$ cat src/rtl/lfsr16_sat_cnt.sv
// Saturating up-counter with synchronous clear; holds at all-ones.
// Reset is synchronous and active-low.
module lfsr16_sat_cnt #(
  parameter int W = 32
) (
  input  logic         i_clk,
  input  logic         i_reset,
  input  logic         i_clr,
  input  logic         i_inc,
  output logic [W-1:0] o_cnt
);

  always_ff @(posedge i_clk) begin
    if (!i_reset) begin
      o_cnt <= '0;
    end else if (i_clr) begin
      o_cnt <= '0;
    end else if (i_inc && (o_cnt != {W{1'b1}})) begin
      o_cnt <= o_cnt + 1'b1;
    end
  end

endmodule

$ cat config.mk
export PLATFORM = sky130hd
export DESIGN_NAME = lfsr16_sat_cnt
export DESIGN_NICKNAME = d
export VERILOG_FILES = /design/src/rtl/lfsr16_sat_cnt.sv
export SDC_FILE = /design/constraint.sdc
export NUM_CORES = 1
export LEC_CHECK = 0
export ABC_AREA = 1
export CORE_UTILIZATION = 34
export DETAILED_ROUTE_END_ITERATION = 6
export GPL_TIMING_DRIVEN = 0
export HOLD_SLACK_MARGIN = 0.06
export RECOVER_POWER = 100
export SKIP_LAST_GASP = 1
export SLEW_MARGIN = 20
export SYNTH_ARGS = -nofsm -noshare
export SYNTH_HDL_FRONTEND = slang
export SYNTH_SLANG_ARGS = --single-unit
$ cat constraint.sdc
create_clock -name i_clk -period 1.84 [get_ports i_clk]
set_clock_uncertainty 0.1 [all_clocks]
set_input_delay 0.552 -clock i_clk [delete_from_list [all_inputs] [get_ports i_clk]]
set_output_delay 0.552 -clock i_clk [all_outputs]
set_load 0.03 [all_outputs]
After elaboration in Yosys (flattened, before gate mapping) --
Index checks and enable logic that the tools add are counted.
Word-level totals: register bits 32, input port bits 4, output and inout bits 32, word-level logic and storage cells 6
Operators by class: $add $sub $neg 1, eq/ne operators 1, bitwise logic cells 1, reductions and logical operators 2
Operators with widths (count):
- $add 32x1->32 const B | 1
- $ne 32x32->1 const B | 1
- $reduce_or 2->1 | 1
- $logic_and 1x1->1 | 1
- $not 1->1 | 1

Logic depth before layout (Yosys ltp) --
depth after elaboration 2, depth in mapped cells 11, gate-level depth less buffers 11

Worst setup path after synthesis --
No wires, ideal clock.
path type flip-flop to flip-flop, start point reg o_cnt[0], end point reg o_cnt[26], setup time 116 ps, arrival 1671 ps, data required time 1624 ps, slack -48 ps, stages on the path, launching flop included 10, buffers on the path 1, period minus slack after synthesis 1888 ps, path through dfxtp_1 > ha_1 > nand2_2 > nor2_4 > nand2_2 > inv_2 > nand3_4 > buf_6 > a21oi_1 > nor2_1
On the way: cells in the longest elaborated chain, start to end 2, elaborated cells on any way between the ends 3, those cells by class 1 x add/sub; 1 x eq/ne; 1 x reduce/logical
Ends and longest elaborated chain:
- from (decl) | RTL line 10 | output logic [W-1:0] o_cnt
- from (signal assigned) | RTL line 19 | o_cnt <= o_cnt + 1'b1;
- branches (longest 2 deep; another with $add 32x1->32)
Parallel ways; which one is timed is not known. A chain may end at the register's enable or synchronous reset.

Worst setup path in the final report --
start point reg o_cnt[11], end point out o_cnt[11]
No word-level cell between the ends.

==> flow_summary.yaml <==
floorplanning:
  dieArea_um2: 6402
  initial_core_util_pct: 35.16
  io_pins: 36
  core_area_um2: 5886
  die_y_um: 80.02
  num_rows: 28
  fp.dieW_um: 80.02
sta:
  final.min_clock_period_ns: 1.802
  hold_viol: 0
  clock.fmax_ghz: 0.5549
  worstMarginPinSlew_ns: 0.3139
  tns_ns: 0
  slew-limit-headroom_pct: 78.91
  rsz0062_at_grt: "true"
  period_share_pct: 97.95
  finalSetupViolations: 0
  slew_violations: 0
route:
  postRouteWirelength_um: 6047
  drc: 0
  wire_per_inst_um: 13.17
  firstDrtPassIters: 4
  route.antenna.remaining_nets: 0
  avgViaCountPerCell: 4.893
  drtIter0Drc: 170
  vias: 2246
yosys:
  ys_top_cells_by_count: "nand2_1, nor2_1, dfxtp_1, inv_1, nand3_1"
  synth_cell_types: 27
  synth-seq-cells: 32
  synth_fp_nets: 337
  synth.area.top_cells: "dfxtp_1, nand2_1, nor2_1"
  synth_area_per_cell_um2: 6.233
  netlist_area_um2: 2069
  async_flop_share_pct: 0
  yosysWarnings: 0
  synth_top_area_share_pct: 30.96
  synth_edf_count: 0
  yosys.cell_count.top_type: "nand2_1"
  netlist_instances: 332
  yosysSeqAreaShare_pct: 30.96
  ys.flop_type: "dfxtp_1"
  synth_top_area_cell: "dfxtp_1"
power_and_ir_drop:
  max-vdd-ir-drop_v: 0.0002167
  power_density_nw_per_um2: 486.3
  p_leak_nw: 1.175
cts:
  insertion_delay_ns: 0.29
  clockBufferDepth: 2
  htreeDepth: 2
  clk_pin_slew_ns: 0.08
  cts_buffers: 5
  hold_buffers: 0
  cts_sinks: 32
  root_buffer: "clkbuf_8"
  cts_tree: "yes"
place:
  dpl-instance-area_um2: 2516
  numPortBuffers: 35
  gp_congestion: 0.8762
  dpl.hpwl_um: 4331
final_layout:
  regMostFlops: "o_cnt"
  largest_register_ffs: 32
  antenna_cells: 0
  fillCellCount: 644
  drive_gt1_share_pct: 19.01
  ff_latch_area_um2: 651.9
  num-nets-final: 389
  reg.largest.list: "o_cnt: 32 flops"
  multi_input_area_um2: 1319
  fin_area_um2: 2786
  synthToLayoutAreaGrowth_pct: 34.64
global_routing:
  grt_max_degree: 11
  grt.total_usage_pct: 19.64
  grt_pass1_wl_um: 9632
  grt_pass1_vias: 1956
  grt_overflow_total: 0
  grt_antenna_before_repair: 0
critical_path:
  crit_path_top_delay_cell: "dfxtp_1"
  critPathArrivalTime_ns: 1.15
  cp-end-kind: "output port"
  worstPathBufferInverterCount: 1
  path_max_fanout: 5
  crit_path_max_incr_delay_ns: 0.44
  required_ns: 1.19
  crit_chain: "dlygate4sd2_1"
  start_kind: "flop"
  path_delay_family: "flip-flops"
  r2r_setup_slack_ns: 0.04
  path_class: "flop to output port"
hold_path:
  min_path_type: "flop to flop"
status:
  run_status: "complete, no violations"
job:
  maxCapViolations: 0
==> per-stage QoR <==
step / setup WS (ns) / hold slack [ns] / power, W / cells / utilization [%]
6_report: 0.03771 / 0.4142 / 0.001355 / 459 / 47.34
5_1_grt: -0.05034 / 0.4510 / 0.001406 / 459 / 47.34
4_1_cts: -0.08100 / 0.3973 / 0.001362 / 450 / 44.22
3_5_place_dp: -0.6717 / 0.3882 / 0.0007719 / 442 / 42.75
3_3_place_gp: -0.6767 / 0.3838 / 0.0007715 / 442 / 42.75
2_1_floorplan: 0.09766 / 0.4411 / 0.0007508 / 332 / -
==> layer usage <==
layer / wire length, um / share of wire (%) / vias up / global-route usage (%)
li1: - / - / 1148 / -
met1: 2884 / 48 / 1021 / 27.61
met2: 2685 / 44 / 66 / 30.43
met3: 359 / 5.9 / 11 / 3.200
met4: 118 / 2.0 / 0 / 6.071
met5: 0 / 0 / - / 0
==> layout by cell type (no fill, tap or decap), types with 3 or more instances in the layout <==
cell,count
nand4_1,5
nand3_2,6
a21oi_2,4
clkdlybuf4s15_1,5
nor2_2,7
nand2_2,7
dfxtp_1,27
dfxtp_2,3
a21oi_1,22
nor2_4,8
nor3_1,6
inv_2,4
nor2_1,65
nand2_1,88
nand3_1,26
buf_4,7
dlygate4sd2_1,27
nand3b_1,3
clkbuf_8,7
inv_1,30
==> report_power, final <==
part           internal, W  leakage (nW)  total [W]  switching [W]
clock network     0.000333        0.0503   0.000601       0.000267
registers         0.000692         0.261   0.000696     0.00000362
logic            0.0000221         0.864  0.0000586      0.0000365
==> final timing paths <==
check,cells after the start,start,end
worst max-delay path,1,o_cnt[11],o_cnt[11]
worst min-delay path,2,o_cnt[1],o_cnt[1]
worst max register to register,8,o_cnt[14],o_cnt[23]
worst min register to register,2,o_cnt[1],o_cnt[1]
==> area by class of cell <==
class / count / area share (%)
Multi-Input combinational cell: 259 / 47.33
Sequential cell: 32 / 23.39
Timing Repair Buffer: 43 / 14.86
Inverter: 35 / 4.805
Clock buffer: 7 / 3.458
Tap cell: 75 / 3.368
Buffer: 8 / 2.784
==> kinds of logic after synthesis <==
logic type,count (synthesis),share of synthesized area (%)
AND/OR/NAND/NOR,227,51.39
buffers and inverters,43,9.492
AO/OA/AOI/OAI,27,6.711
flip-flops,32,30.96
adder cells (fa/ha/maj),1,0.6045
XOR/XNOR,2,0.8466
==> worst reg2reg max path, cell delays in order, from the launching register on <==
cell	delay, ns
dfxtp_1	0.41
nand2_1	0.13
nor2_4	0.21
nand2_2	0.12
nor2_4	0.17
nand3_4	0.17
buf_8	0.18
a21oi_1	0.14
nor2_1	0.06
==> timing repair <==
item	in CTS	in global routing
resized for setup	42	27
cloned	0	4
setup buffers	1	5
setup endpoints to repair	49	36
pin swaps	2	4
Note: power is estimated with default switching activity, not from simulation.
